## config.mk

```make
export PLATFORM = sky130hd
export DESIGN_NAME = iopmp_cfg_tlul_host
export DESIGN_NICKNAME = d
export VERILOG_FILES = /design/src/rtl/iopmp_cfg_tlul_host.sv
export SDC_FILE = /design/constraint.sdc
export NUM_CORES = 1
export LEC_CHECK = 0
export BUFFER_PORTS_ARGS = -buffer_cell sky130_fd_sc_hd__clkbuf_2
export CORE_AREA = 2 2 103 105
export CTS_CLUSTER_DIAMETER = 50
export DETAILED_ROUTE_END_ITERATION = 16
export DIE_AREA = 0 0 105 107
export HOLD_SLACK_MARGIN = 0.15
export MAX_ROUTING_LAYER = met4
export PLACE_DENSITY = 0.92
export SLEW_MARGIN = 20
export SYNTH_ARGS = -nofsm -noshare
export SYNTH_HDL_FRONTEND = slang
export SYNTH_SLANG_ARGS = --single-unit
```

## constraint.sdc

```tcl
create_clock -name clk_i -period 4.04 [get_ports clk_i]
set_input_delay 0.202 -clock clk_i [delete_from_list [all_inputs] [get_ports clk_i]]
set_output_delay 0.202 -clock clk_i [all_outputs]
set_load 0.01 [all_outputs]
```

## src/rtl/iopmp_cfg_tlul_host.sv

```systemverilog
// ============================================================================
// Module   : iopmp_cfg_tlul_host
// Brief    : Single-outstanding TL-UL initiator that issues one register access
//            per local command and returns the read data and error status.
// Revision : 1.0
// ============================================================================
`default_nettype none

module iopmp_cfg_tlul_host #(
   parameter int ADDR_WIDTH     = 14,
   parameter int DATA_WIDTH     = 32,
   parameter int SOURCE_WIDTH   = 8,
   parameter int SINK_WIDTH     = 8,
   parameter int TIMEOUT_CYCLES = 255
) (
   input  logic                      clk_i,
   input  logic                      rst_ni,
   input  logic                      cmd_valid_i,
   output logic                      cmd_ready_o,
   input  logic                      cmd_write_i,
   input  logic [ADDR_WIDTH-1:0]     cmd_addr_i,
   input  logic [DATA_WIDTH-1:0]     cmd_wdata_i,
   input  logic [DATA_WIDTH/8-1:0]   cmd_wmask_i,
   output logic                      rsp_valid_o,
   input  logic                      rsp_ready_i,
   output logic [DATA_WIDTH-1:0]     rsp_rdata_o,
   output logic                      rsp_err_o,
   output logic                      a_valid_o,
   input  logic                      a_ready_i,
   output logic [2:0]                a_opcode_o,
   output logic [1:0]                a_size_o,
   output logic [ADDR_WIDTH-1:0]     a_address_o,
   output logic [SOURCE_WIDTH-1:0]   a_source_o,
   output logic [DATA_WIDTH/8-1:0]   a_mask_o,
   output logic [DATA_WIDTH-1:0]     a_data_o,
   input  logic                      d_valid_i,
   output logic                      d_ready_o,
   input  logic [2:0]                d_opcode_i,
   input  logic [SOURCE_WIDTH-1:0]   d_source_i,
   input  logic [SINK_WIDTH-1:0]     d_sink_i,
   input  logic [DATA_WIDTH-1:0]     d_data_i,
   input  logic                      d_error_i
);

   localparam int MW  = DATA_WIDTH / 8;
   localparam int TCW = (TIMEOUT_CYCLES < 2) ? 1 : $clog2(TIMEOUT_CYCLES);

   localparam logic [1:0] S_IDLE = 2'd0;
   localparam logic [1:0] S_REQ  = 2'd1;
   localparam logic [1:0] S_RESP = 2'd2;
   localparam logic [1:0] S_DONE = 2'd3;

   localparam logic [2:0] c_OP_PUT_FULL = 3'd0;
   localparam logic [2:0] c_OP_PUT_PART = 3'd1;
   localparam logic [2:0] c_OP_GET      = 3'd4;
   localparam logic [2:0] c_OP_ACK      = 3'd0;
   localparam logic [2:0] c_OP_ACK_DATA = 3'd1;

   localparam logic [TCW-1:0]        c_TC_LAST    = TCW'(TIMEOUT_CYCLES - 1);
   localparam logic [ADDR_WIDTH-1:0] c_WORD_ALIGN = {{(ADDR_WIDTH-2){1'b1}}, 2'b00};

   logic [1:0]              r_state, w_next;
   logic                    r_write, r_issued, r_err;
   logic [ADDR_WIDTH-1:0]   r_addr;
   logic [DATA_WIDTH-1:0]   r_wdata, r_rdata;
   logic [MW-1:0]           r_wmask;
   logic [SOURCE_WIDTH-1:0] r_src;
   logic [TCW-1:0]          r_tcnt;

   logic w_cmd_fire, w_misaligned, w_a_fire, w_d_fire, w_timeout, w_rsp_fire, w_d_err;
   logic w_unused_sink;

   assign w_unused_sink = ^d_sink_i;

   assign w_misaligned = |cmd_addr_i[1:0];
   assign w_cmd_fire   = (r_state == S_IDLE) && cmd_valid_i;
   assign w_a_fire     = (r_state == S_REQ)  && a_ready_i;
   assign w_d_fire     = (r_state == S_RESP) && d_valid_i;
   assign w_timeout    = (r_state == S_RESP) && !d_valid_i && (r_tcnt == c_TC_LAST);
   assign w_rsp_fire   = (r_state == S_DONE) && rsp_ready_i;

   assign w_d_err = d_error_i | (d_source_i != r_src) |
                    (r_write ? (d_opcode_i != c_OP_ACK) : (d_opcode_i != c_OP_ACK_DATA));

   always_ff @(posedge clk_i or negedge rst_ni) begin
      if (!rst_ni) r_state <= S_IDLE;
      else         r_state <= w_next;
   end

   always_comb begin
      w_next = r_state;
      case (r_state)
         S_IDLE:  if (w_cmd_fire) w_next = w_misaligned ? S_DONE : S_REQ;
         S_REQ:   if (w_a_fire) w_next = S_RESP;
         S_RESP:  if (w_d_fire || w_timeout) w_next = S_DONE;
         S_DONE:  if (w_rsp_fire) w_next = S_IDLE;
         default: w_next = S_IDLE;
      endcase
   end

   // Late D beats after a timeout are drained in IDLE, hence d_ready there too.
   always_comb begin
      cmd_ready_o = 1'b0;
      d_ready_o   = 1'b0;
      a_valid_o   = 1'b0;
      a_opcode_o  = 3'd0;
      a_size_o    = 2'd0;
      a_address_o = '0;
      a_source_o  = '0;
      a_mask_o    = '0;
      a_data_o    = '0;
      rsp_valid_o = 1'b0;
      rsp_rdata_o = '0;
      rsp_err_o   = 1'b0;
      case (r_state)
         S_IDLE: begin
            cmd_ready_o = rst_ni;
            d_ready_o   = rst_ni;
         end
         S_REQ: begin
            a_valid_o   = 1'b1;
            a_size_o    = 2'd2;
            a_address_o = r_addr & c_WORD_ALIGN;
            a_source_o  = r_src;
            if (r_write) begin
               a_opcode_o = (&r_wmask) ? c_OP_PUT_FULL : c_OP_PUT_PART;
               a_mask_o   = r_wmask;
               a_data_o   = r_wdata;
            end else begin
               a_opcode_o = c_OP_GET;
               a_mask_o   = '1;
            end
         end
         S_RESP: d_ready_o = 1'b1;
         S_DONE: begin
            rsp_valid_o = 1'b1;
            rsp_rdata_o = r_rdata;
            rsp_err_o   = r_err;
         end
         default: ;
      endcase
   end

   always_ff @(posedge clk_i or negedge rst_ni) begin
      if (!rst_ni) begin
         r_write  <= 1'b0;
         r_issued <= 1'b0;
         r_err    <= 1'b0;
         r_addr   <= '0;
         r_wdata  <= '0;
         r_wmask  <= '0;
         r_rdata  <= '0;
         r_src    <= '0;
         r_tcnt   <= '0;
      end else begin
         if (w_cmd_fire) begin
            r_write  <= cmd_write_i;
            r_addr   <= cmd_addr_i;
            r_wdata  <= cmd_wdata_i;
            r_wmask  <= cmd_wmask_i;
            r_issued <= !w_misaligned;
            r_err    <= w_misaligned;
            r_rdata  <= '0;
         end
         if (w_a_fire) begin
            r_tcnt <= '0;
         end else if ((r_state == S_RESP) && !d_valid_i && !w_timeout) begin
            r_tcnt <= r_tcnt + 1'b1;
         end
         if (w_d_fire) begin
            r_err   <= w_d_err;
            r_rdata <= (!r_write && !w_d_err) ? d_data_i : '0;
         end else if (w_timeout) begin
            r_err   <= 1'b1;
            r_rdata <= '0;
         end
         // Only bus-issued transactions consume a source ID.
         if (w_rsp_fire && r_issued) r_src <= r_src + 1'b1;
      end
   end

endmodule

`default_nettype wire

```

Yosys cells after proc, flatten, opt, wreduce, memory -nomap -nowiden
Cells that the tools add are included.
Word-level totals
  register bits after elaboration: 103
  input port bits: 109
  output and inout port bits: 100
Operators by class
  $add $sub $neg: 2
  eq/ne operators: 10
  multiplexer cells: 32
  bitwise logic cells: 2
  reduce and logical (&&, ||, !) cells: 22
Operators with widths (number)
  32-bit 2-to-1 mux: 7
  8-bit 2-to-1 mux: 3
  8-bit by 1-bit adder with 8-bit output (second input constant): 2
  14-bit 2-to-1 mux: 1
  2-bit 2-to-1 mux: 6
  1-bit logical AND: 9
  1-bit 2-to-1 mux: 9
  8-bit == test (second input constant): 1
  4-bit 2-to-1 mux: 2
  2-bit inequality test (second input constant): 4
  8-bit inequality test: 1
  2-bit one-hot mux with 4 select lines: 1
  4-bit AND reduction: 2
  3-bit 2-to-1 mux: 2
  3-bit nonzero test: 2
  1-bit zero test: 5
  2-bit == test (second input constant): 2
  3-bit by 1-bit inequality test with 1-bit output (second input constant): 1
  2-bit by 1-bit == test with 1-bit output (second input constant): 1
  2-bit zero test: 1
  1-bit bitwise OR: 2
  1-bit one-hot mux with 2 select lines: 1
  2-bit nonzero test: 1
  2-bit OR reduction: 1
  1-bit logical OR: 1

Logic depth before layout (Yosys ltp)
Gate-level depths: netlist (run 1).
  word-level depth: 7
  depth in mapped cells: 8
  gate-level depth less buffers: 6

Worst setup path before layout (run 1)
No wires, ideal clock.
  path type: register to register
  start: register r_state[0]
  end: register r_addr[10]
  arrival: 1.624 ns
  data required time: 3.915 ns
  slack: 2.291 ns
  stages on the path, launching flop included: 7
  period minus slack after synthesis: 1.749 ns
  path through: dfrtp_1 > inv_1 > ha_1 > and2_1 > buf_2 > clkbuf_1 > mux2_2
Between the ends
  cells in the longest elaborated chain, start to end: 2
RTL lines
  start: declaration: line 62  | logic [1:0] r_state, w_next;
  start signal: assignment: line 87  | else r_state <= w_next;
  2-bit zero test: line 76  | assign w_cmd_fire = (r_state == S_IDLE) && cmd_valid_i;
  1-bit logical AND: line 76
  end signal: assignment: line 158  | r_addr <= cmd_addr_i;
  end: declaration: line 64  | logic [ADDR_WIDTH-1:0] r_addr;
Every way passes these cells.
A chain may end at the register's enable or synchronous reset.

Final worst setup path (run 1)
  start: register r_state[1]
  end: output a_source_o[0]
Between the ends
  cells in the longest elaborated chain, start to end: 2
RTL lines
  2-bit by 1-bit == test with 1-bit output: line 115  | case (r_state)
  8-bit 2-to-1 mux: line 115
  end: declaration: line 33  | output logic [SOURCE_WIDTH-1:0] a_source_o,
Every way passes these cells.

==> impl_metrics.yaml, run 1 <==
run_status:
  status: "finished clean"
critical_path:
  r2r_start: "r_state[0]"
  crit_required_ns: 3.84
  critical_path_arrival_ns: 2.15
  endpoint_kind: "output port"
  rr_endpoint: "r_rdata[6]"
  start_kind: "flip-flop"
  reg2regPathDepth: 7
  reg2reg_setup_slack_ns: 1.88
  cp_max_fo: 46
  critPathKind: "flip-flop to output port"
synthesis:
  yosysWarnings: 0
  synthAdderAreaFrac: 0.0173
  synth_top_family_by_area: "simple AND/OR/NAND/NOR gates"
  synth_flop_cell: "dfrtp_1"
  syn_avg_cell_area_um2: 10.6
  yosys.area_share.simple: 0.187
  synth_xor_area_frac: 0.0346
  muxShareOfSynthArea: 0.106
  synth-async-reset-ratio: 1.00
  yosysUniqueCellTypes: 42
  syn-cell-area_um2: 5070
  synth_edf_count: 0
  synth_compound_area_frac: 0.0872
  syn-instance-count: 477
  synth-seq-area-share: 0.499
  ys_ff_latch: 101
routing:
  vias_per_cell: 5.07
  drt_first_iter_violations: 232
  vias: 4486
  final_antenna_net_count: 0
  first_pass_iters: 4
  wire_per_inst_um: 16.4
  drc: 0
  totalWireLength_um: 14500
cells_and_area:
  fin_nets: 860
  regArea_um2: 2530
  final_cell_area_um2: 7140
  drive_above_1_share: 0.403
  area_growth_pct: 40.9
  multiInputGateArea_um2: 2220
  fillCellCount: 675
  antenna_cells: 0
sta:
  worst_pin_slew_ns: 0.854
  rsz0062_at_grt: "no"
  slew_headroom: 0.431
  finClkSkew_ns: 0.0130
  max_freq_ghz: 0.426
  fin_crit_ns: 2.35
  finalSetupViolCount: 0
  slew_viol_final: 0
  period_share: 0.581
  hold_viol: 0
  setup_tns_ns: 0
clocking:
  cts.sinks: 101
  cts.clk_slew.worst_paths_ns: 0.09
  cts_root_buf: "clkbuf_8"
  cts_setup_buffers: 0
  cts.repair.resized: 0
  cts_buffers: 9
  cts_tree: "done"
  insertion_delay_ns: 0.36
  cts_buffer_depth: 2
  htree_levels: 3
place:
  dpl_cell_area_um2: 6110
  io_buffers: 196
  gp_congestion: 0.853
  dp_hpwl_um: 8700
floorplan:
  pin_count: 209
  fp.dieArea_um2: 11200
  core-area_um2: 10100
  initial_core_util: 0.502
  die_x_um: 105
  die_h_um: 107
  num_rows: 37
flow_run:
  drv_cap: 0
pwr:
  leakagePower_nw: 3.80
  ir_drop_mv: 0.396
  p_per_area_nw_per_um2: 496
grt:
  grt_antenna_before_repair: 0
  grt-ovfl-total: 0
  grt_max_degree: 66
  grt_pass1_vias: 4822
  grt_first_pass_wirelength_um: 23400
  grt.total_usage: 0.271
hold_path:
  min_path_type: "primary input to flip-flop"
  hold_end: "r_issued"
  whs_path_depth: 3
  worstHoldStart: "cmd_addr_i[0]"
==> registers in the layout, indices dropped and copies added (netlist names) <==
name,cells
r_rdata,32
r_wdata,32
r_addr,12
r_src,8
r_tcnt,8
r_wmask,4
r_state,2
r_err,1
r_issued,1
r_write,1
==> placed cells by master, fill, tap and decap left out, types with 2 or more instances in the layout <==
cell type and count:
a21boi_0 4, a21oi_1 4, and2_1 56, and3_1 34
and4_1 2, buf_4 8, clkbuf_2 195, clkbuf_8 12
conb_1 4, dfrtp_1 101, dlygate4sd3_1 82, ha_1 6
inv_1 41, mux2_2 47, nand2_1 46, nand3_1 4
nand4_1 5, nor2_1 7, nor2b_1 3, o211ai_1 2
o21ai_0 10, o21ai_2 30, or2_2 2, or3_1 3
xnor2_1 6, xor2_1 14
==> area by class of cell <==
class	count	share of cell area
Sequential cell	101	0.354
Timing Repair Buffer	285	0.260
Clock inverter	3	0.00596
Tap cell	136	0.0238
Clock buffer	13	0.0237
Inverter	41	0.0215
Multi-Input combinational cell	306	0.311
==> synth_stat cells (all sizes together) (6+ instances only) <==
library cell	n	area, µm²
dfrtp	101	2530
nor2	7	26.3
ha	7	87.6
mux2	47	529
xnor2	6	52.6
o21ai	41	318
and3	34	213
nand2	46	173
xor2	14	123
buf	17	134
clkbuf	15	56.3
inv	41	154
and2	57	357
==> routing by layer <==
| metal | vias to the layer above | part of all wire | GRT usage |
|---|---|---|---|
| met5 | - | 0 | - |
| met4 | 0 | 0.019 | 0.101 |
| met3 | 25 | 0.075 | 0.0644 |
| met2 | 210 | 0.50 | 0.464 |
| met1 | 2159 | 0.40 | 0.311 |
| li1 | 2092 | - | - |
==> cell families (layout without fill, tap and decap cells) <==
kind of cell / count (synthesis) / in the layout
compound gates: 57 / 57
xor+xnor: 20 / 20
fa+ha+maj: 7 / 7
buf+inv: 73 / 342
flops: 101 / 101
mux: 48 / 48
other cells: 1 / 4
simple gates: 170 / 170
==> worst max-delay path, cell delays in order (launching register included) <==
cell and delay [ns]:
dfrtp_1 0.42, inv_1 0.11, ha_2 0.63, buf_4 0.30
and2_1 0.16, clkbuf_2 0.14
==> power breakdown <==
| group | internal, mW | switching [mW] | leakage [nW] | total (mW) |
|---|---|---|---|---|
| Combinational | 0.635 | 0.729 | 2.40 | 1.36 |
| Clock | 0.337 | 0.337 | 0.106 | 0.674 |
| Sequential | 1.31 | 0.198 | 1.29 | 1.50 |
==> what timing repair did <==
item / 4_1_cts / 5_1_grt
setup endpoints to repair: 0 / 0
hold buffers: 82 / 0
hold endpoints to repair: 117 / 0
==> metrics by stage <==
stage	hold slack [ns]	setup slack [ns]	util	total power, mW	instances
after floorplan	-0.0936	2.29	-	2.33	480
after global placement	0.187	1.84	0.605	2.67	787
after detailed placement	0.198	1.68	0.605	2.76	787
after CTS	0.273	1.26	0.707	3.50	885
after global routing	0.285	1.56	0.708	3.76	885
final	0.289	1.69	0.708	3.54	885
==> worst max path at each step <==
| stage | from | end | slack (ns) | cells past startpoint |
|---|---|---|---|---|
| finish | r_state[1] | a_source_o[0] | 1.69 | 5 |
| global route | r_state[1] | a_source_o[0] | 1.56 | 5 |
| CTS | r_state[1] | a_source_o[0] | 1.26 | 5 |
| detailed placement | r_state[1] | a_source_o[0] | 1.68 | 5 |
| global placement | r_state[1] | a_source_o[0] | 1.84 | 5 |
| floorplan | r_state[0] | r_addr[10] | 2.29 | 6 |
Note: power is estimated with default switching activity, not from simulation.
==> run 2, diff against run 1 <==
Settings changed: CORE_AREA 2 2 103 105 to 2 2 105 107, DIE_AREA 0 0 105 107 to 0 0 107 109, PLACE_DENSITY 0.92 to 0.89.
Clock period 4.04 ns to 2.2 ns, I/O delays scaled along.
==> impl_metrics.yaml, run 2 (synthesis gave the netlist of run 1 again) <==
grt:
  grt_max_degree: 53
  grt-ovfl-total: 0
  grt.total_usage: 0.252
  grt_antenna_before_repair: 0
  grt_pass1_vias: 4634
  grt_first_pass_wirelength_um: 22300
cells_and_area:
  reg_top3: "r_rdata: 32 flops, r_wdata: 32 flops, r_addr: 12 flops"
  drive_above_1_share: 0.406
  final_common_cell: "clkbuf_2"
  antenna_cells: 0
  layout_common_cells: "clkbuf_2 (195), dfrtp_1 (101), dlygate4sd3_1 (82)"
  area_growth_pct: 42.5
  stdcell_count: 893
  fin_nets: 864
sta:
  hold_viol: 0
  max_freq_ghz: 0.492
  slew_headroom: 0.556
  finalSetupViolCount: 0
  fin_crit_ns: 2.03
  setup_tns_ns: 0
  rsz0062_at_grt: "no"
  worst_pin_slew_ns: 0.662
  finClkSkew_ns: 0.0139
  slew_viol_final: 0
  period_share: 0.924
critical_path:
  slowest_stage: "dfrtp_1"
  endpoint_kind: "flip-flop"
  crit_required_ns: 2.46
  reg2reg_setup_slack_ns: 0.17
  r2r_start: "r_state[0]"
  cp-startpoint: "r_state[0]"
  cp-endpoint: "r_rdata[7]"
  reg2regPathDepth: 7
  critical_path_arrival_ns: 2.29
  rr_endpoint: "r_rdata[7]"
  critPathKind: "flip-flop to flip-flop"
  start_kind: "flip-flop"
  cp_slowest_stage_delay_ns: 0.43
  cp_max_fo: 32
  worstPathCellList: "inv_1, ha_1, nand2_1, nor4_2, nand4b_2, buf_4, o21ai_0"
floorplan:
  fp.dieArea_um2: 11700
  core-area_um2: 10600
  die_x_um: 107
  initial_core_util: 0.478
  pin_count: 209
  die_h_um: 109
  num_rows: 38
hold_path:
  min_path_type: "primary input to async pin"
flow_run:
  drv_cap: 0
routing:
  wire_per_inst_um: 15.9
  vias_per_cell: 5.05
  final_antenna_net_count: 0
  drt_first_iter_violations: 268
  vias: 4508
  totalWireLength_um: 14200
  drc: 0
  first_pass_iters: 4
clocking:
  cts_buffers: 9
  cts.clk_slew.worst_paths_ns: 0.10
  cts_root_buf: "clkbuf_8"
  cts.sinks: 101
  htree_levels: 3
  cts_buffer_depth: 2
  cts_tree: "done"
  cts_setup_buffers: 0
  insertion_delay_ns: 0.36
place:
  gp_congestion: 0.808
  io_buffers: 196
  dp_cells: 795
  dp_hpwl_um: 9000
run_status:
  status: "finished clean"
pwr:
  p_per_area_nw_per_um2: 920
  leakagePower_nw: 3.84
  ir_drop_mv: 0.654
## run 2: cell count changes in the layout (fill, tap and decap cells not counted)
| cell | previous run | this run |
|---|---|---|
| buf_4 | 8 | 9 |
| ha_2 | 1 | 0 |
| bufinv_16 | 1 | 2 |
| clkbuf_8 | 12 | 10 |
| buf_12 | 0 | 2 |
| inv_6 | 0 | 2 |
| clkinv_2 | 1 | 0 |
| clkbuf_1 | 1 | 0 |
| ha_1 | 6 | 7 |
| clkinvlp_4 | 1 | 2 |
| buf_6 | 0 | 1 |
## run 2: critical path: cells and delay by family, from the launching register on
| family | cells | cell delay (ns) |
|---|---|---|
| simple gates | 3 | 0.62 |
| fa+ha+maj | 1 | 0.24 |
| buf+inv | 2 | 0.40 |
| compound gates | 1 | 0.24 |
| flops | 1 | 0.43 |
## run 2: power by group
part           total [mW]  switching [mW]  internal [mW]
logic                2.56            1.33           1.23
clock network        1.33           0.651          0.680
registers            2.75           0.351           2.40
total                6.64            2.34           4.31
## run 2: cell type report
cell class                      count  area (µm²)
Multi-Input combinational cell    306        2220
Clock inverter                      6        92.6
Inverter                           41         154
Clock buffer                       10         138
Sequential cell                   101        2530
Timing Repair Buffer              289        1920
Tap cell                          140         175
Fill cell                         716        3380
## run 2: stage by stage
step | total power, mW | hold WS, ns | util | area (µm²) | setup WS (ns)
finish | 6.64 | 0.180 | 0.681 | 7220 | 0.168
global route | 7.05 | 0.193 | 0.681 | 7220 | 0.00271
CTS | 6.62 | 0.173 | 0.681 | 7220 | 0.163
detailed placement | 5.16 | 0.0320 | 0.582 | 6170 | 0.233
global placement | 4.98 | 0.0289 | 0.582 | 6170 | 0.297
floorplan | 4.28 | -0.186 | - | 5080 | 0.451
## run 2: layer usage
layer,part of all wire,vias up,track usage
met5,0,-,-
met2,0.51,222,0.438
met3,0.068,30,0.0472
met4,0.025,0,0.107
li1,-,2100,-
met1,0.40,2156,0.288
## run 2: worst min path at each step
stage / slack, ns / endpoint / startpoint
after global routing: 0.19 / r_issued / cmd_addr_i[0]
after detailed placement: 0.03 / r_rdata[19] / rst_ni
final: 0.18 / r_rdata[19] / rst_ni
after floorplan: -0.19 / r_addr[10] / rst_ni
after CTS: 0.17 / r_issued / rst_ni
after global placement: 0.03 / r_rdata[0] / rst_ni
## run 2: timing repair
item                                    in CTS  in global routing
endpoints found under the setup margin       0                  1
endpoints found under the hold margin      182                  0
gates resized for setup                      0                  1
hold buffers                                82                  0
